===== src/rtl/shift_add_mac.sv =====
// rtl/shift_add_mac.sv - sequential shift-add multiply-accumulate, one multiplier bit per cycle
module shift_add_mac #(
    parameter int WIDTH = 16
) (
    input  logic                 clk,
    input  logic                 rst,
    input  logic                 start,
    input  logic [WIDTH-1:0]     multiplicand,
    input  logic [WIDTH-1:0]     multiplier,
    input  logic [WIDTH-1:0]     addend,
    output logic [2*WIDTH-1:0]   product,
    output logic                 busy,
    output logic                 valid
);

    localparam int CW = (WIDTH > 1) ? $clog2(WIDTH) : 1;
    localparam logic [CW-1:0] LAST = CW'(WIDTH - 1);

    localparam logic [1:0] IDLE = 2'd0;
    localparam logic [1:0] RUN  = 2'd1;
    localparam logic [1:0] DONE = 2'd2;

    logic [1:0]         state;
    logic [2*WIDTH-1:0] acc;
    logic [2*WIDTH-1:0] mcand;
    logic [WIDTH-1:0]   mplier;
    logic [CW-1:0]      count;
    logic [2*WIDTH-1:0] acc_next;

    // Partial sum after this cycle's conditional add; the final step's add must reach product.
    always_comb begin
        acc_next = acc;
        if (mplier[0]) begin
            acc_next = acc + mcand;
        end
    end

    // Control and datapath: accept in IDLE/DONE, shift-add in RUN, publish on the last bit.
    always_ff @(posedge clk or posedge rst) begin
        if (rst) begin
            state   <= IDLE;
            acc     <= '0;
            mcand   <= '0;
            mplier  <= '0;
            count   <= '0;
            product <= '0;
            busy    <= 1'b0;
            valid   <= 1'b0;
        end else begin
            case (state)
                IDLE, DONE: begin
                    if (start) begin
                        acc    <= {{WIDTH{1'b0}}, addend};
                        mcand  <= {{WIDTH{1'b0}}, multiplicand};
                        mplier <= multiplier;
                        count  <= '0;
                        valid  <= 1'b0;
                        busy   <= 1'b1;
                        state  <= RUN;
                    end
                end
                RUN: begin
                    acc    <= acc_next;
                    mcand  <= mcand << 1;
                    mplier <= mplier >> 1;
                    count  <= count + 1'b1;
                    if (count == LAST) begin
                        product <= acc_next;
                        valid   <= 1'b1;
                        busy    <= 1'b0;
                        state   <= DONE;
                    end
                end
                default: begin
                    state <= IDLE;
                    busy  <= 1'b0;
                    valid <= 1'b0;
                end
            endcase
        end
    end

endmodule


===== config.mk =====
export PLATFORM = sky130hd
export DESIGN_NAME = shift_add_mac
export DESIGN_NICKNAME = d
export VERILOG_FILES = /design/src/rtl/shift_add_mac.sv
export SDC_FILE = /design/constraint.sdc
export NUM_CORES = 1
export LEC_CHECK = 0
export ABC_AREA = 1
export BUFFER_PORTS_ARGS = -buffer_cell sky130_fd_sc_hd__buf_2
export CAP_MARGIN = 10
export CORE_ASPECT_RATIO = 1.4
export CORE_MARGIN = 10
export CORE_UTILIZATION = 60
export DETAILED_ROUTE_END_ITERATION = 12
export PLACE_DENSITY = 0.9
export SLEW_MARGIN = 15
export SYNTH_ARGS = -nofsm -noshare
export SYNTH_HDL_FRONTEND = slang
export SYNTH_SLANG_ARGS = --single-unit
export TNS_END_PERCENT = 100

===== constraint.sdc =====
create_clock -name clk -period 4.7 [get_ports clk]
set_input_delay 1.175 -clock clk [delete_from_list [all_inputs] [get_ports clk]]
set_output_delay 1.175 -clock clk [all_outputs]
set_load 0.02 [all_outputs]

# --- Word level (Yosys, flattened, before mapping) ---
# Cells that the tools add are included.
classes:
  addsub: 2
  reduce_logical: 6
  n_eq_ne: 5
  n_bitwise: 0
  div: 0
  mux: 18
  magnitude_cmp: 0
  n_mul: 0
  shift: 0
op_table:
  columns: ["cell", "count"]
  rows:
  - ["$pmux W32 S2", 2]
  - ["$mux W32", 3]
  - ["$add A32 B32 Y32", 1]
  - ["$pmux W16 S2", 1]
  - ["$mux W16", 1]
  - ["$pmux W4 S2", 1]
  - ["$reduce_and A2 Y1", 3]
  - ["$add A4 B1 Y4 const B", 1]
  - ["$eq A4 B4 Y1 const B", 1]
  - ["$mux W1", 4]
  - ["$mux W2", 2]
  - ["$mux W4", 1]
  - ["$ne A2 B2 Y1 const B", 2]
  - ["$pmux W1 S2", 2]
  - ["$pmux W2 S2", 1]
  - ["$eq A2 B1 Y1 const B", 1]
  - ["$eq A2 B2 Y1 const B", 1]
  - ["$logic_not A2 Y1", 1]
  - ["$reduce_bool A2 Y1", 1]
  - ["$reduce_or A2 Y1", 1]
word_totals:
  mem_count: 0
  mem_bits_ro: 0
  ff_bits: 120
  word_cells: 39
  out_inout_bits: 34
  input_bits: 51
  mem_bits_rw: 0
  latchBits: 0

# --- Logic depth before layout (Yosys ltp) ---
# Gate-level depths: netlist of the first run.
depth:
  word_depth: 4
  ltp_mapped: 13
  ltp_nobuf: 13

# --- Worst setup path after synthesis of the first run ---
# OpenSTA, ideal clock, no wires.
synth_path:
  path_kind: "input to register"
  from: "in start"
  to: "reg count[2]"
  setup_time_ns: 0.095
  n_path_buf: 2
  t_arrival_ns: 1.937
  required_ns: 4.605
  slack_ns: 2.668
  stages: 7
  path_cell_list: "nand2_1 nand2_4 inv_2 buf_2 buf_2 nand2_1 o31ai_1"
synth_between:
  elab_chain_len: 2
synth_lines:
  columns: ["item", "line_no", "source"]
  rows:
  - ["start, declared", "7", "input logic start,"]
  - ["$ne A2 B2 Y1 (no line)", null, null]
  - ["$reduce_and A2 Y1 (no line)", null, null]
  - ["end signal, assigned", "66", "count <= count + 1'b1;"]
  - ["end, declared", "27", "logic [CW-1:0] count;"]
# Every way passes these cells.
# A chain may end at the register's enable or synchronous reset.

# --- Worst setup path after layout of the first run ---
layout_path:
  from: "reg state[0]"
  to: "reg acc[7]"
layout_between:
  elab_chain_len: 4
  elab_cells_between_ends: 8
  cone_classes: "3 x eq/ne; 1 x mux; 4 x reduce/logical"
layout_lines:
  columns: ["item", "line_no", "source"]
  rows:
  - ["start, declared", "23", "logic [1:0] state;"]
  - ["start signal, assigned", "41", "state <= IDLE;"]
  - ["start signal, assigned", "59", "state <= RUN;"]
  - ["start signal, assigned", "71", "state <= DONE;"]
  - ["$eq A2 B2 Y1 or $logic_not A2 Y1 (tied branches)", "50", "case (state)"]
  - ["$reduce_or A2 Y1", "50", null]
  - ["$ne A2 B2 Y1 (no line) or $reduce_bool A2 Y1 (tied branches)", null, null]
  - ["$reduce_and A2 Y1 (no line)", null, null]
  - ["end signal, assigned", "53", "acc <= {{WIDTH{1'b0}}, addend};"]
  - ["end signal, assigned", "63", "acc <= acc_next;"]
  - ["end, declared", "24", "logic [2*WIDTH-1:0] acc;"]
# Several ways; a longest one is shown, not always the timed one.

==> results of run 1 <==
[final cells by class]
cell class / instances / area share (%)
Multi-Input combinational cell: 755 / 43.9
Sequential cell: 119 / 34.3
Inverter: 167 / 7.28
Timing Repair Buffer: 89 / 5.28
Clock buffer: 17 / 4.90
Tap cell: 150 / 2.16
Clock inverter: 15 / 2.12
[path summary, 6_finish.rpt]
check | slack, ps | to | from
max | 1690 | acc[7]$_DFFE_PP0P_ | state[0]$_DFFE_PP0P_
min | 470 | product[26]$_DFFE_PP0P_ | product[26]$_DFFE_PP0P_
max reg2reg | 1690 | acc[7]$_DFFE_PP0P_ | state[0]$_DFFE_PP0P_
min reg2reg | 470 | product[26]$_DFFE_PP0P_ | product[26]$_DFFE_PP0P_
max in group asynchronous | 2780 | mcand[10]$_DFFE_PP0P_ | rst
min in group asynchronous | 970 | product[1]$_DFFE_PP0P_ | rst
[tightest hold or removal path, cell delays in order (launching register included)]
cell	delay [ps]
dfrtp_1	340
nand2_1	50
nand2_1	50
[cell families (layout without fill, tap and decap cells)]
kind of cell    count (synthesis)  in the layout
simple gates                  599            599
buf+inv                       206            288
flops                         119            119
compound gates                108            108
fa+ha+maj                      33             33
xor+xnor                       15             15
[power breakdown]
| group | switching [W] | leakage, nW | total, W | internal [W] |
|---|---|---|---|---|
| combinational | 0.00296 | 3.08 | 0.00448 | 0.00152 |
| sequential | 0.000362 | 1.48 | 0.00189 | 0.00152 |
| clock | 0.000583 | 0.298 | 0.00135 | 0.000766 |
[metal layers]
metal  track usage (%)  up-vias  share of wire [%]
li1                  -     3589                  -
met1              27.4     3413                 37
met2              43.2      304                 52
met3              5.21       79                6.0
met4              13.8        0                4.6
met5                 0        -                  0
[state kept, by name, summed over array words and instances (netlist names)]
name     flops
busy         1
count        4
state        2
acc         32
mcand       32
mplier      16
product     32
[through the flow]
step                      instance area [um2]  cells  utilization (%)
after global placement                   8070   1280             65.2
after floorplan                          7610   1080                -
after CTS                                8680   1312             70.1
after detailed placement                 8070   1280             65.2
final                                    8680   1312             70.1
after global routing                     8680   1312             70.1
[cell usage in the layout, fill, tap and decap left out, types with 5 or more instances in the layout]
cell	instances
dfrtp_1	119
a21oi_1	25
or2_2	15
clkbuf_16	17
inv_8	7
o21bai_1	6
nand2_2	8
nand2_1	373
ha_1	32
o21ai_0	24
o221ai_1	14
nand3_1	142
nand3_2	8
inv_1	161
xnor2_1	15
nor2_1	42
o22ai_1	18
buf_4	5
buf_2	84
o211ai_1	10
==> flow_metrics.env, run 1 <==
export IMPL_outcome="completed"
export IMPL_place_ws_ps=1740
export IMPL_synth_top_family_by_area="simple AND/OR/NAND/NOR gates"
export IMPL_synth_main_ff_cell="dfrtp_1"
export IMPL_cts_root_buffer="clkbuf_16"
export IMPL_setup_viol=0
export IMPL_grt_max_degree=80
export IMPL_crit_type="register to register"
export IMPL_cp_start_kind="register"
export IMPL_core_area_um2=12400
export IMPL_ys_ff_latch=119
export IMPL_worstPathBufferInverterCount=3
export IMPL_drive_gt1_share_pct=13.9
export IMPL_peakVddDrop_mv=0.458
export IMPL_synth_most_common_cell="nand2_1"
export IMPL_gr_usage_all_layers_pct=25.0
export IMPL_p_leak_nw=4.86
export IMPL_synthSimpleGateAreaFrac_pct=33.8
export IMPL_critPathTopFamily="buffers and inverters"
export IMPL_syn_inst=1080
export IMPL_crit_path_end_kind="register"
export IMPL_synth_xor_area_share_pct=1.73
export IMPL_synth_edf_count=0
export IMPL_min_period_over_period_pct=64.0
export IMPL_async_flop_share_pct=100
export IMPL_post_route_drc_count=0
export IMPL_synth_mux_area_share_pct=0
export IMPL_clkTransAtPathRegs_ps=70
export IMPL_htreeDepth=4
export IMPL_num_antenna_cells=0
export IMPL_slew_headroom_pct=34.7
export IMPL_cap_violations=0
export IMPL_first_pass_iters=5
export IMPL_cts_hold_buf=0
export IMPL_drtIter0Drc=629
export IMPL_ant_nets=0
export IMPL_hold_path_class="register to register"
export IMPL_die_h_um=153
export IMPL_hold_depth=2
export IMPL_num_vias=7385
export IMPL_crit_cells=7
export IMPL_max_freq_ghz=0.332
export IMPL_seqCellArea_um2=2980
export IMPL_cpPeakStageDelay_ps=730
export IMPL_setup_tns_ps=0
export IMPL_cts_resized=0
export IMPL_synth_adder_area_share_pct=5.52
export IMPL_post_drt_wl_per_cell_um=16.5
export IMPL_slew_violations=0
export IMPL_grt_pass1_wl_mm=35.9
export IMPL_synthTopCellsByCount="nand2_1, inv_1, nand3_1, dfrtp_1, nor2_1"
export IMPL_pin_count=85
export IMPL_synth_top_area_share_pct=39.1
export IMPL_numCtsBuffers=17
export IMPL_crit_top_cell="inv_2"
export IMPL_setup_slack_ps=1690
export IMPL_synthToLayoutAreaGrowth_pct=14.0
export IMPL_synthTopCellsByArea="dfrtp_1, nand2_1, nand3_1"
export IMPL_place_gp_congestion=0.970
export IMPL_post_synth_cell_area_avg_um2=7.05
export IMPL_finalHoldViolCount=0
export IMPL_power_per_cell_area_nw_per_um2=889
export IMPL_viasPerCell=5.63
export IMPL_synth_area_um2=7610
export IMPL_hold_ws_ps=469
export IMPL_worstPathRequired_ps=5050
export IMPL_tightestPinTransition_ps=980
export IMPL_synth_compound_area_share_pct=9.07
export IMPL_total_power_w=0.00771
export IMPL_cts_setup_buffers=0
export IMPL_yosysSeqAreaShare_pct=39.1
export IMPL_period_needed_ps=3010
export IMPL_syn_nets=1164
export IMPL_nFillCells=994
export IMPL_initial_core_util_pct=61.5
export IMPL_antenna_found_initial=0
export IMPL_dieArea_um2=17700
export IMPL_worst_clock_skew_ps=9.24
export IMPL_grt_overflow_total=0
export IMPL_clock_sinks=119
export IMPL_nets=1233
export IMPL_grt_setup_unrepaired="false"
export IMPL_multi_input_area_um2=3810
export IMPL_cp_max_fo=49
export IMPL_clk_path_buf_depth=2
export IMPL_cts_tree="built"
export IMPL_slowest_stage="inv_2"
export IMPL_hpwl_mm=15.3
export IMPL_grt_pass1_vias=7401
export IMPL_crit_arrival_ps=3360
export IMPL_r2r_cells=7
export IMPL_synth_top_cell_by_area="dfrtp_1"
export IMPL_crit_chain="inv_2 > nor2_4 > inv_4 > nand2_4 > inv_2 > a32o_1 > o21bai_1"
export IMPL_wl_mm=21.6
export IMPL_io_buffers=84
export IMPL_ys_warn_count=0
export IMPL_clk_latency_ps=430
export IMPL_rows=48
export IMPL_die_x_um=115
export IMPL_synth_cell_types=37
Power figures use the tool's default switching activity.
==> run 2, diff against run 1 <==
==> constraint.sdc (replaced) <==
create_clock -name clk -period 2.8 [get_ports clk]
set_input_delay 0.7 -clock clk [delete_from_list [all_inputs] [get_ports clk]]
set_output_delay 0.7 -clock clk [all_outputs]
set_load 0.02 [all_outputs]
==> flow_metrics.env, run 2 (synthesized netlist as in run 1, its figures left out) <==
export IMPL_peakVddDrop_mv=0.682
export IMPL_drtIter0Drc=477
export IMPL_cts_tree="built"
export IMPL_grt_setup_unrepaired="false"
export IMPL_io_buffers=84
export IMPL_worstPathRequired_ps=3080
export IMPL_cp_start_kind="register"
export IMPL_clock_sinks=119
export IMPL_finalHoldViolCount=0
export IMPL_post_drt_wl_per_cell_um=17.0
export IMPL_die_h_um=153
export IMPL_period_needed_ps=2500
export IMPL_r2r_start="mcand[0]$_DFFE_PP0P_"
export IMPL_grt_pass1_wl_mm=36.7
export IMPL_dieArea_um2=17700
export IMPL_crit_cells=12
export IMPL_r2r_cells=12
export IMPL_cts_root_buffer="clkbuf_16"
export IMPL_pin_count=85
export IMPL_max_freq_ghz=0.400
export IMPL_critPathTopFamily="simple AND/OR/NAND/NOR gates"
export IMPL_hold_path_class="input pin to asynchronous set/reset pin"
export IMPL_crit_chain="ha_1 > fa_1 > nand3_1 > nand3_1 > nand3_1 > nand3_1 > nand2_1 > nand2_1 > nand2_1 > nand3_1 > nand3_1 > o21ai_0"
export IMPL_slew_violations=0
export IMPL_cts_setup_buffers=0
export IMPL_clkTransAtPathRegs_ps=60
export IMPL_clk_latency_ps=430
export IMPL_grt_max_degree=71
export IMPL_cap_violations=0
export IMPL_cts_resized=0
export IMPL_gr_usage_all_layers_pct=25.7
export IMPL_grt_overflow_total=0
export IMPL_nets=1240
export IMPL_hold_ws_ps=365
export IMPL_clk_path_buf_depth=2
export IMPL_power_per_cell_area_nw_per_um2=1490
export IMPL_synthToLayoutAreaGrowth_pct=14.6
export IMPL_setup_slack_ps=299
export IMPL_viasPerCell=5.65
export IMPL_cp_max_fo=5
export IMPL_worst_clock_skew_ps=9.88
export IMPL_first_pass_iters=7
export IMPL_initial_core_util_pct=61.5
export IMPL_wl_mm=22.4
export IMPL_stdcell_area_um2=8730
export IMPL_p_leak_nw=4.88
export IMPL_core_area_um2=12400
export IMPL_cpPeakStageDelay_ps=460
export IMPL_cts_hold_buf=0
export IMPL_rows=48
export IMPL_slew_headroom_pct=46.1
export IMPL_die_x_um=115
export IMPL_antenna_found_initial=0
export IMPL_reg_top3="acc x32, mcand x32, product x32"
export IMPL_layout_common_cells="nand2_1, inv_1, nand3_1, dfrtp_1, buf_2"
export IMPL_total_power_w=0.0130
export IMPL_ant_nets=0
export IMPL_worstPathBufferInverterCount=0
export IMPL_numCtsBuffers=17
export IMPL_num_antenna_cells=0
export IMPL_crit_path_end_kind="register"
export IMPL_crit_arrival_ps=2780
export IMPL_drive_gt1_share_pct=14.5
export IMPL_tightestPinTransition_ps=807
export IMPL_grt_pass1_vias=7546
export IMPL_place_ws_ps=526
export IMPL_place_gp_congestion=0.971
export IMPL_post_route_drc_count=0
export IMPL_setup_viol=0
export IMPL_crit_top_cell="nand3_1"
export IMPL_crit_type="register to register"
export IMPL_min_period_over_period_pct=89.3
export IMPL_crit_end="acc[20]$_DFFE_PP0P_"
export IMPL_ff2ff_setup_slack_ps=300
export IMPL_layout_commonest_cell="nand2_1"
export IMPL_place_area_um2=8150
export IMPL_cp_startpoint="mcand[0]$_DFFE_PP0P_"
export IMPL_hpwl_mm=15.9
export IMPL_num_vias=7446
export IMPL_slowest_stage="fa_1"
export IMPL_htreeDepth=4
export IMPL_setup_tns_ps=0
export IMPL_r2r_end="acc[20]$_DFFE_PP0P_"
export IMPL_outcome="completed"
run 2: worst min-delay path: cells and delay by family:
kind / cells / cell delay [ps]
buffers and inverters: 3 / 470
run 2: where the power goes:
group | total, W | switching [W] | internal [W]
clock | 0.00217 | 0.000918 | 0.00125
combinational | 0.00768 | 0.00507 | 0.00261
sequential | 0.00312 | 0.000558 | 0.00256
total | 0.0130 | 0.00655 | 0.00642
run 2: worst min path at each step:
stage	to	depth (start not counted)
after floorplan	count[3]$_DFFE_PP0P_	1
after global placement	product[0]$_DFFE_PP0P_	2
after detailed placement	product[1]$_DFFE_PP0P_	2
after CTS	product[17]$_DFFE_PP0P_	3
after global routing	product[17]$_DFFE_PP0P_	3
final	product[17]$_DFFE_PP0P_	3
run 2: stage by stage:
stage	utilization (%)	cells
2_1_floorplan	-	1080
4_1_cts	70.5	1319
5_1_grt	70.5	1319
3_5_place_dp	65.9	1287
6_report	70.5	1319
3_3_place_gp	65.9	1287
run 2: routing by layer:
layer,up-vias,wire [um],global-route usage (%)
met1,3475,8220,28.4
met5,-,0,0
met2,295,11900,45.1
li1,3612,-,-
met4,0,861,12.3
met3,64,1380,5.25
run 2: area by class of cell:
cell class | count | area (um2)
multi-input combinational | 755 | 3810
fill | 1031 | 3650
sequential | 119 | 2980
inverter | 167 | 633
timing repair buffer | 96 | 536
clock buffer | 17 | 425
tap | 150 | 188
clock inverter | 15 | 153
